## src/rtl/parking_pkg.sv

```systemverilog
// Shared constants and saturating arithmetic helpers for the multi-class parking controller.
package parking_pkg;

  localparam int CLS_UNI       = 0;
  localparam int HOURS_PER_DAY = 24;

  // Class-select width; a single pool still gets a 1-bit select.
  function automatic int cls_width(input int num_class);
    return (num_class > 1) ? $clog2(num_class) : 1;
  endfunction

  function automatic int cls_gen(input int num_class);
    return num_class - 1;
  endfunction

  function automatic logic [31:0] sat_sub(input logic [31:0] a, input logic [31:0] b);
    return (a > b) ? (a - b) : 32'd0;
  endfunction

  function automatic logic [31:0] sat_add(input logic [31:0] a, input logic [31:0] b,
                                          input logic [31:0] lim);
    logic [32:0] s;
    s = {1'b0, a} + {1'b0, b};
    return (s > {1'b0, lim}) ? lim : s[31:0];
  endfunction

endpackage

```

## src/rtl/parking_hour_clock.sv

```systemverilog
// Hour-of-day clock: prescaler of TICKS_PER_HOUR cycles driving a 0..23 hour counter.
module parking_hour_clock import parking_pkg::*; #(
  parameter int HOUR_W         = 5,
  parameter int TICKS_PER_HOUR = 1,
  parameter int START_HOUR     = 8
) (
  input  logic              clk,
  input  logic              rst,
  output logic [HOUR_W-1:0] t,
  output logic [HOUR_W-1:0] next_hour,
  output logic              hour_tick
);

  localparam int              PS_W      = (TICKS_PER_HOUR > 1) ? $clog2(TICKS_PER_HOUR) : 1;
  localparam logic [PS_W-1:0] PS_LAST   = PS_W'(TICKS_PER_HOUR - 1);
  localparam logic [HOUR_W-1:0] LAST_HOUR = HOUR_W'(HOURS_PER_DAY - 1);

  logic [PS_W-1:0] prescale;

  assign hour_tick = (prescale == PS_LAST);
  assign next_hour = (t == LAST_HOUR) ? '0 : t + HOUR_W'(1);

  always_ff @(posedge clk) begin
    if (!rst) begin
      prescale <= '0;
      t        <= HOUR_W'(START_HOUR);
    end else begin
      prescale <= hour_tick ? '0 : prescale + PS_W'(1);
      if (hour_tick) t <= next_hour;
    end
  end

endmodule

```

## src/rtl/parking_multiclass_ctrl.sv

```systemverilog
// Multi-class parking occupancy controller: per-pool counters, uni-to-general borrowing,
// and hourly capacity shifting from the uni pool to the general pool.
module parking_multiclass_ctrl import parking_pkg::*; #(
  parameter int                         NUM_CLASS      = 2,
  parameter int                         CNT_W          = 10,
  parameter logic [NUM_CLASS*CNT_W-1:0] CAP_INIT       = {10'd200, 10'd500},
  parameter int                         HOUR_W         = 5,
  parameter int                         TICKS_PER_HOUR = 1,
  parameter int                         START_HOUR     = 8,
  parameter int                         BORROW_EN      = 1,
  parameter int                         SHIFT_START    = 13,
  parameter int                         SHIFT_END      = 16,
  parameter int                         SHIFT_STEP     = 50,
  localparam int                        CLS_W          = cls_width(NUM_CLASS)
) (
  input  logic                       clk,
  input  logic                       rst,
  input  logic                       car_entered,
  input  logic [CLS_W-1:0]           entry_class,
  input  logic                       car_exited,
  input  logic [CLS_W-1:0]           exit_class,
  output logic                       entry_grant,
  output logic                       entry_deny,
  output logic                       exit_err,
  output logic [NUM_CLASS*CNT_W-1:0] parked_car,
  output logic [NUM_CLASS*CNT_W-1:0] vacated_space,
  output logic [NUM_CLASS-1:0]       is_vacated_space,
  output logic [CNT_W-1:0]           borrow_cnt,
  output logic [HOUR_W-1:0]          t
);

  localparam logic [CLS_W-1:0]  UNI_IDX  = CLS_W'(CLS_UNI);
  localparam logic [CLS_W-1:0]  GEN_IDX  = CLS_W'(cls_gen(NUM_CLASS));
  localparam logic [CNT_W-1:0]  STEP_C   = CNT_W'(SHIFT_STEP);
  localparam logic [31:0]       CNT_MAX  = (32'd1 << CNT_W) - 32'd1;
  localparam logic [HOUR_W-1:0] SH_START = HOUR_W'(SHIFT_START);
  localparam logic [HOUR_W-1:0] SH_END   = HOUR_W'(SHIFT_END);

  logic [CNT_W-1:0]  occ      [NUM_CLASS];
  logic [CNT_W-1:0]  occ_n    [NUM_CLASS];
  logic [CNT_W-1:0]  cap      [NUM_CLASS];
  logic [CNT_W-1:0]  cap_n    [NUM_CLASS];
  logic [CNT_W-1:0]  cap_init [NUM_CLASS];
  logic [CNT_W-1:0]  pool     [NUM_CLASS];
  logic [CNT_W-1:0]  borrow_n, step;
  logic [CNT_W:0]    gen_tot;
  logic              grant_n, deny_n, err_n, hour_tick;
  logic [HOUR_W-1:0] next_hour;

  parking_hour_clock #(
    .HOUR_W         (HOUR_W),
    .TICKS_PER_HOUR (TICKS_PER_HOUR),
    .START_HOUR     (START_HOUR)
  ) u_hour_clock (
    .clk       (clk),
    .rst       (rst),
    .t         (t),
    .next_hour (next_hour),
    .hour_tick (hour_tick)
  );

  // occ[GEN] holds only general-class cars; borrowed uni cars are added for reporting.
  always_comb begin
    pool          = occ;
    pool[GEN_IDX] = occ[GEN_IDX] + borrow_cnt;
  end

  for (genvar g = 0; g < NUM_CLASS; g++) begin : g_pool
    assign cap_init[g]                        = CAP_INIT[g*CNT_W +: CNT_W];
    assign parked_car[g*CNT_W +: CNT_W]       = pool[g];
    assign vacated_space[g*CNT_W +: CNT_W]    = CNT_W'(sat_sub(32'(cap[g]), 32'(pool[g])));
    assign is_vacated_space[g]                = |vacated_space[g*CNT_W +: CNT_W];
  end

  always_comb begin
    occ_n    = occ;
    cap_n    = cap;
    borrow_n = borrow_cnt;
    grant_n  = 1'b0;
    deny_n   = 1'b0;
    err_n    = 1'b0;
    step     = '0;

    // Exit is resolved first so a same-cycle entry sees the freed space.
    if (car_exited) begin
      if (int'(exit_class) >= NUM_CLASS)                    err_n = 1'b1;
      else if (exit_class == UNI_IDX && borrow_n != '0)     borrow_n = borrow_n - CNT_W'(1);
      else if (occ_n[exit_class] != '0)                     occ_n[exit_class] = occ_n[exit_class] - CNT_W'(1);
      else                                                  err_n = 1'b1;
    end

    gen_tot = {1'b0, occ_n[GEN_IDX]} + {1'b0, borrow_n};

    if (car_entered) begin
      if (int'(entry_class) >= NUM_CLASS) begin
        deny_n = 1'b1;
      end else if (entry_class == GEN_IDX) begin
        if (gen_tot < {1'b0, cap[GEN_IDX]}) begin
          occ_n[GEN_IDX] = occ_n[GEN_IDX] + CNT_W'(1);
          grant_n        = 1'b1;
        end else begin
          deny_n = 1'b1;
        end
      end else if (occ_n[entry_class] < cap[entry_class]) begin
        occ_n[entry_class] = occ_n[entry_class] + CNT_W'(1);
        grant_n            = 1'b1;
      end else if (entry_class == UNI_IDX && BORROW_EN != 0 && gen_tot < {1'b0, cap[GEN_IDX]}) begin
        borrow_n = borrow_n + CNT_W'(1);
        grant_n  = 1'b1;
      end else begin
        deny_n = 1'b1;
      end
    end

    if (hour_tick) begin
      if (next_hour == '0) begin
        cap_n = cap_init;
      end else if (next_hour >= SH_START && next_hour < SH_END) begin
        step           = (cap[UNI_IDX] < STEP_C) ? cap[UNI_IDX] : STEP_C;
        cap_n[UNI_IDX] = cap[UNI_IDX] - step;
        cap_n[GEN_IDX] = CNT_W'(sat_add(32'(cap[GEN_IDX]), 32'(step), CNT_MAX));
      end
    end
  end

  always_ff @(posedge clk) begin
    if (!rst) begin
      occ         <= '{default: '0};
      cap         <= cap_init;
      borrow_cnt  <= '0;
      entry_grant <= 1'b0;
      entry_deny  <= 1'b0;
      exit_err    <= 1'b0;
    end else begin
      occ         <= occ_n;
      cap         <= cap_n;
      borrow_cnt  <= borrow_n;
      entry_grant <= grant_n;
      entry_deny  <= deny_n;
      exit_err    <= err_n;
    end
  end

endmodule

```

## config.mk

```make
export PLATFORM = sky130hd
export DESIGN_NAME = parking_multiclass_ctrl
export DESIGN_NICKNAME = d
export VERILOG_FILES = /design/src/rtl/parking_pkg.sv /design/src/rtl/parking_hour_clock.sv /design/src/rtl/parking_multiclass_ctrl.sv
export SDC_FILE = /design/constraint.sdc
export NUM_CORES = 1
export LEC_CHECK = 0
export CAP_MARGIN = 10
export CORE_MARGIN = 3
export CORE_UTILIZATION = 54
export DETAILED_ROUTE_END_ITERATION = 8
export HOLD_SLACK_MARGIN = 0.06
export PLACE_DENSITY_LB_ADDON = 0.3
export SLEW_MARGIN = 15
export SYNTH_ARGS = -nofsm -noshare
export SYNTH_HDL_FRONTEND = slang
export SYNTH_SLANG_ARGS = --single-unit
```

## constraint.sdc

```tcl
create_clock -name clk -period 7.2 [get_ports clk]
set_input_delay 1.44 -clock clk [delete_from_list [all_inputs] [get_ports clk]]
set_output_delay 1.44 -clock clk [all_outputs]
set_load 0.01 [all_outputs]
```

Word level (Yosys, flattened, before mapping)
Cells that the tools add are included.

Output and inout bits: 60. Bits in registers: 59. Logic and storage cells: 103. Bits of input ports: 6.

Reductions and logical operators: 15. Order comparisons: 12. Equality and inequality tests: 1. Bitwise logic cells: 7. Add/subtract/negate cells: 13. Multiplexer cells: 45.

Operators by type and width (count): $mux W10 (24); $mux W20 (7); $bwmux W20 (2); $add A10 B1 Y10 const B (3); $sub A10 B10 Y10 (3); $add A10 B10 Y11 (2); $demux W10 S1 (2); $gt A10 B10 Y1 (2); $reduce_bool A10 Y1 (2); $reduce_or A10 Y1 (2); $sub A10 B1 Y10 const B (2); $gt A11 B10 Y1 const B (1); $lt A11 B10 Y1 (1); $add A10 B10 Y10 (1); $lt A10 B10 Y1 (1); $lt A10 B6 Y1 const B (1); $mux W1 (9); $reduce_and A2 Y1 (3); $add A5 B1 Y5 const B (1); $eq A5 B5 Y1 const B (1); $ge A5 B4 Y1 const B (1); $logic_and A1 B1 Y1 (5); $logic_not A5 Y1 (1); $lt A5 B5 Y1 const B (1); other kinds (8) (15).

Longest topological paths before layout
Depth after elaboration: 17. Gate-level depth with buffers: 28. Gate-level depth less buffers: 24.

Modules after synthesis
Synthesis repeated with hierarchy kept, for this count alone.

Cell total of the unflattened synthesis: 900. Area total of the unflattened synthesis: 6871.6 um2.

By module, submodules not included: parking_multiclass_ctrl (cells an instance 869, times used 1, area an instance 6556.3 um2, sequential area each 1061.0 um2); parking_hour_clock (cells an instance 31, times used 1, area an instance 315.3 um2, sequential area each 120.1 um2).

Least setup slack after synthesis
No wires, ideal clock.

Path type: input-to-reg. Start: input exit_class. End: register borrow_cnt[4]. Path buffers: 4. Cell stages on the path: 27. Required time: 7130 ps. Setup time: 70 ps. Path slack: -622 ps. Arrival time: 7753 ps. Cells stage by stage: buf_2 -> clkbuf_1 -> buf_1 -> mux2i_1 -> ha_1 -> clkbuf_2 -> or4b_2 -> a21oi_4 -> nand2_1 -> a21oi_1 -> inv_1 -> ha_1 -> fa_1 -> a21o_1 -> a21oi_1 -> o21bai_1 -> a21oi_1 -> o31ai_1 -> xnor2_1 -> ha_1 -> a21o_1 -> a211oi_1 -> o21ai_0 -> o32ai_4 -> nand3_4 -> or4_1 -> a21oi_1.

Word-level cells in the longest chain between the ends: 16. Elaborated cells on any way between the ends: 31. Those cells by class: add/sub (3); order compare (4); mux (18); bitwise (2); reduce/logical (4).

Ends and longest elaborated chain: start, declared (line parking_multiclass_ctrl.sv:21) `input logic [CLS_W-1:0] exit_class,`; $not A1 Y2 (not written as such) (line parking_multiclass_ctrl.sv:88) `else if (occ_n[exit_class] != '0) occ_n[exit_class] = occ_n[exit_class] - CNT_W'(1);`; $mux W10 (not written as such), or another cell as far along (line parking_multiclass_ctrl.sv:88); $mux W10 (not written as such) / $logic_and A1 B1 Y1 (equally long branches) (line parking_multiclass_ctrl.sv:88); $mux W10 (not written as such) (line parking_multiclass_ctrl.sv:88); $sub A10 B1 Y10 / $demux W10 S1 (equally long branches) (line parking_multiclass_ctrl.sv:88); $bwmux W20 (line parking_multiclass_ctrl.sv:88); $mux W20 (line parking_multiclass_ctrl.sv:88); $mux W20 (line parking_multiclass_ctrl.sv:87) `else if (exit_class == UNI_IDX && borrow_n != '0) borrow_n = borrow_n - CNT_W'(1);`; $mux W20 (line parking_multiclass_ctrl.sv:85) `if (car_exited) begin`; $add A10 B10 Y11 / $mux W10 (equally long branches) (line parking_multiclass_ctrl.sv:92, parking_multiclass_ctrl.sv:104); $lt A11 B10 Y1 / $mux W10 (equally long branches) (line parking_multiclass_ctrl.sv:107, parking_multiclass_ctrl.sv:104); $logic_and A1 B1 Y1 / $mux W10 (equally long branches) (line parking_multiclass_ctrl.sv:107, parking_multiclass_ctrl.sv:104); $mux W10 / $lt A10 B10 Y1 (equally long branches) (line parking_multiclass_ctrl.sv:107, parking_multiclass_ctrl.sv:104); $mux W10 (line parking_multiclass_ctrl.sv:104) `end else if (occ_n[entry_class] < cap[entry_class]) begin`; $mux W10 (line parking_multiclass_ctrl.sv:97) `end else if (entry_class == GEN_IDX) begin`; $mux W10 (*) (line parking_multiclass_ctrl.sv:94) `if (car_entered) begin`; end signal, assigned (line parking_multiclass_ctrl.sv:137) `borrow_cnt <= borrow_n;`; end, declared (line parking_multiclass_ctrl.sv:28) `output logic [CNT_W-1:0] borrow_cnt,`.

Mark *: on every way between the ends. The rest lies on a longest branch, timed or not. The select of a mux whose other input is x is not followed. A chain may end at the register's enable or synchronous reset.

Final worst setup path
Start: input exit_class. End: register borrow_cnt[8].

Same word-level chain as after synthesis.

==> impl_metrics.env <==
export IMPL_status="finished clean"
export IMPL_muxShareOfSynthArea=0.04882
export IMPL_place_area_um2=8051
export IMPL_num_fill_cells=1139
export IMPL_die_w_um=120.7
export IMPL_n_antenna_cell=0
export IMPL_cp_required_ns=7.43
export IMPL_grt_use_met2=0.4719
export IMPL_cp_max_fo=6
export IMPL_crit_buf_inv=3
export IMPL_io_buffer_count=65
export IMPL_cpLargestDelayFamily="compound AO/OA/AOI/OAI gates"
export IMPL_nets=1095
export IMPL_synth_async_reset_ratio=0
export IMPL_fin_util=0.6596
export IMPL_yosys_warnings=0
export IMPL_hold_depth=2
export IMPL_synth_seq_cells=59
export IMPL_hold_start="cap[10]"
export IMPL_grt_busiest_layer="met2"
export IMPL_hold_violations=0
export IMPL_r2r_end="borrow_cnt[8]"
export IMPL_skew_ns=0.005500
export IMPL_start_util=0.5580
export IMPL_overflow=0
export IMPL_placed_cells=1168
export IMPL_crit_arrival_ns=6.87
export IMPL_cts_tree="built"
export IMPL_reg2regPathDepth=23
export IMPL_grt_max_degree=33
export IMPL_final_cell_count_no_fill=1185
export IMPL_synth_edf_count=0
export IMPL_slew_headroom=0.2721
export IMPL_numCtsBuffers=9
export IMPL_first_global_vias=6920
export IMPL_cts_root_buf="clkbuf_16"
export IMPL_drcViolationCount=0
export IMPL_htree_levels=3
export IMPL_gr_usage_met1=0.3758
export IMPL_synthFlopType="dfxtp_1"
export IMPL_netlist_area_leader_share=0.1664
export IMPL_ff2ff_setup_slack_ns=1.10
export IMPL_clk_latency_ns=0.35
export IMPL_num_vias=7232
export IMPL_antenna_found_initial=0
export IMPL_power_w=0.003628
export IMPL_critPathKind="input pin to register"
export IMPL_fin_area_um2=8392
export IMPL_cp_slowest_cell="or4bb_4"
export IMPL_synth_xor_area_share=0.07966
export IMPL_min_period_over_period=0.9229
export IMPL_gp_congestion=0.9906
export IMPL_setup_viol=0
export IMPL_synth_compound_area_frac=0.2247
export IMPL_grt_util_met3=0.04818
export IMPL_worstPathCellList="dlymetal6s2s_1 -> mux2i_1 -> ha_2 -> or4bb_4 -> a21oi_4 -> a21oi_1 -> o21a_1 -> buf_4 -> fa_1 -> a21o_1 -> a21oi_2 -> o21bai_1 -> a21oi_2 -> o31ai_1 -> xnor2_1 -> ha_1 -> a21o_1 -> a211oi_2 -> o21ai_1 -> o32ai_4 -> buf_4 -> nand3_1 -> o211ai_1 -> o31ai_1"
export IMPL_startpoint_type="input pin"
export IMPL_wl_per_cell_um=17.60
export IMPL_cts_buffer_depth=2
export IMPL_clock_sinks=59
export IMPL_synth_top_family_by_area="simple AND/OR/NAND/NOR gates"
export IMPL_detail_route_iter0_violations=621
export IMPL_synth_seq_area_share=0.1664
export IMPL_core_um2=12720
export IMPL_row_count=41
export IMPL_setup_tns_ns=0
export IMPL_design_die_area_um2=14560
export IMPL_io_pins=66
export IMPL_yosysTopAreaCell="dfxtp_1"
export IMPL_p_leak_nw=3.636
export IMPL_cap_violations=0
export IMPL_hpwl_um=16150
export IMPL_r2r_start="borrow_cnt[1]"
export IMPL_crit_path_end_kind="register"
export IMPL_drtAntennaViolNets=0
export IMPL_irDropWorstVdd_mv=0.1568
export IMPL_die_h_um=120.7
export IMPL_most_common_layout_cells="81 x inv_1, 75 x ha_1, 69 x nor2_1, 64 x clkdlybuf4s50_1, 60 x nand2_1"
export IMPL_yosys_top_cells_area="dfxtp_1 17%, ha_1 13%, xnor2_1 5.3%, a21oi_1 4.4%, inv_1 4.3%"
export IMPL_synth_simple_area_share=0.2598
export IMPL_drv_slew=0
export IMPL_ys_types=85
export IMPL_syn_area_per_cell_um2=7.617
export IMPL_wirelength_um=20860
export IMPL_clkTransAtPathRegs_ns=0.05
export IMPL_area_growth_pct=18.21
export IMPL_max_stage_delay_ns=0.58
export IMPL_layout_commonest_cell="inv_1"
export IMPL_finalCriticalPeriod_ns=6.645
export IMPL_synthCells=932
export IMPL_grt_pass1_wl_um=34250
export IMPL_timing_fmax_ghz=0.1505
export IMPL_syn_area_um2=7099
export IMPL_grt_usage=0.2890
export IMPL_min_to="cap[10]"
export IMPL_drive_gt1_frac=0.08687
export IMPL_rsz0062_at_grt="false"
export IMPL_vias_per_cell=6.103
export IMPL_dr_pass1_iters=7
export IMPL_powerDensity_nw_per_um2=432.3
export IMPL_synth_adder_area_share=0.1480
export IMPL_hp_class="register to register"
export IMPL_worst_slew_pin_slew_ns=1.080
==> metal layers <==
layer  wire (um)  vias up
met3        1501       60
met4         700        0
met2        9649      288
li1            -     3528
met1        9007     3356
met5           0        -
==> what timing repair did <==
item | in CTS | in global routing
endpoints found under the setup margin | 0 | 17
setup buffers | 0 | 1
hold buffers | 0 | 0
endpoints found under the hold margin | 0 | 0
resized for setup | 0 | 4
==> worst register-to-register path, cell delays in order, from the launching register on <==
cell	delay [ns]
dfxtp_1	0.38
inv_1	0.08
ha_1	0.20
or4b_4	0.51
o31ai_1	0.69
xnor2_1	0.28
inv_1	0.16
ha_1	0.25
fa_1	0.42
a21o_1	0.19
a21oi_2	0.16
o21bai_1	0.10
a21oi_2	0.20
o31ai_1	0.13
xnor2_1	0.16
ha_1	0.31
a21o_1	0.18
a211oi_2	0.26
o21ai_1	0.17
o32ai_4	0.43
buf_4	0.22
nand3_1	0.17
o211ai_1	0.25
o31ai_1	0.10
==> how the worst max path moves through the flow <==
stage,start,to,slack (ns),depth (start not counted)
after floorplan,exit_class,borrow_cnt[4],0.005,27
after global placement,exit_class,borrow_cnt[8],0.11,24
after CTS,exit_class,borrow_cnt[8],0.10,25
final,exit_class,borrow_cnt[8],0.56,24
after detailed placement,exit_class,borrow_cnt[8],-0.15,25
after global routing,exit_class,occ[6],0.27,26
==> power by group <==
group          switching [W]  total (W)  internal [W]
clock               0.000163   0.000458      0.000295
sequential          0.000125   0.000508      0.000383
combinational        0.00144    0.00266       0.00123
==> cell type report <==
class	instances	area [um^2]	share of cell area
Clock buffer	12	266.5	0.03176
Clock inverter	4	47.55	0.005666
Inverter	81	304.0	0.03623
Multi-Input combinational cell	758	5469	0.6517
Sequential cell	59	1181	0.1407
Tap cell	172	215.2	0.02564
Timing Repair Buffer	99	908.4	0.1082
==> synth_stat cells (14+ instances only) <==
library cell / n
a21o_1: 19
a21oi_1: 62
and2_1: 14
clkbuf_1: 18
dfxtp_1: 59
ha_1: 76
inv_1: 81
mux2i_1: 29
nand2_1: 61
nand2b_1: 14
nand3_1: 34
nor2_1: 69
nor2b_1: 16
nor3_1: 36
nor4_1: 14
o21a_1: 15
o21ai_0: 40
or3_1: 17
xnor2_1: 43
xor2_1: 19
==> sequential cells by signal, summed over array words and instances, names as in the netlist <==
name / count
occ: 10
parked_car: 10
exit_err: 1
borrow_cnt: 10
u_hour_clock.t: 5
entry_deny: 1
entry_grant: 1
cap: 20
u_hour_clock.prescale: 1
==> cell families (layout without fill, tap and decap cells) <==
group                    after synthesis  count (layout)
AND/OR/NAND/NOR                      340             340
AO/OA/AOI/OAI                        235             235
buffers and inverters                119             196
adder cells (fa/ha/maj)               81              81
XOR/XNOR                              63              63
flip-flops                            59              59
multiplexers                          33              33
other                                  2               6
==> stage by stage <==
stage | worst slack (ns) | hold slack (ns)
floorplan | 0.004861 | 0.4286
global placement | 0.1081 | 0.4989
detailed placement | -0.1457 | 0.4901
CTS | 0.1015 | 0.4970
global route | 0.2667 | 0.5273
finish | 0.5550 | 0.4970
(Power assumes the default switching activity.)
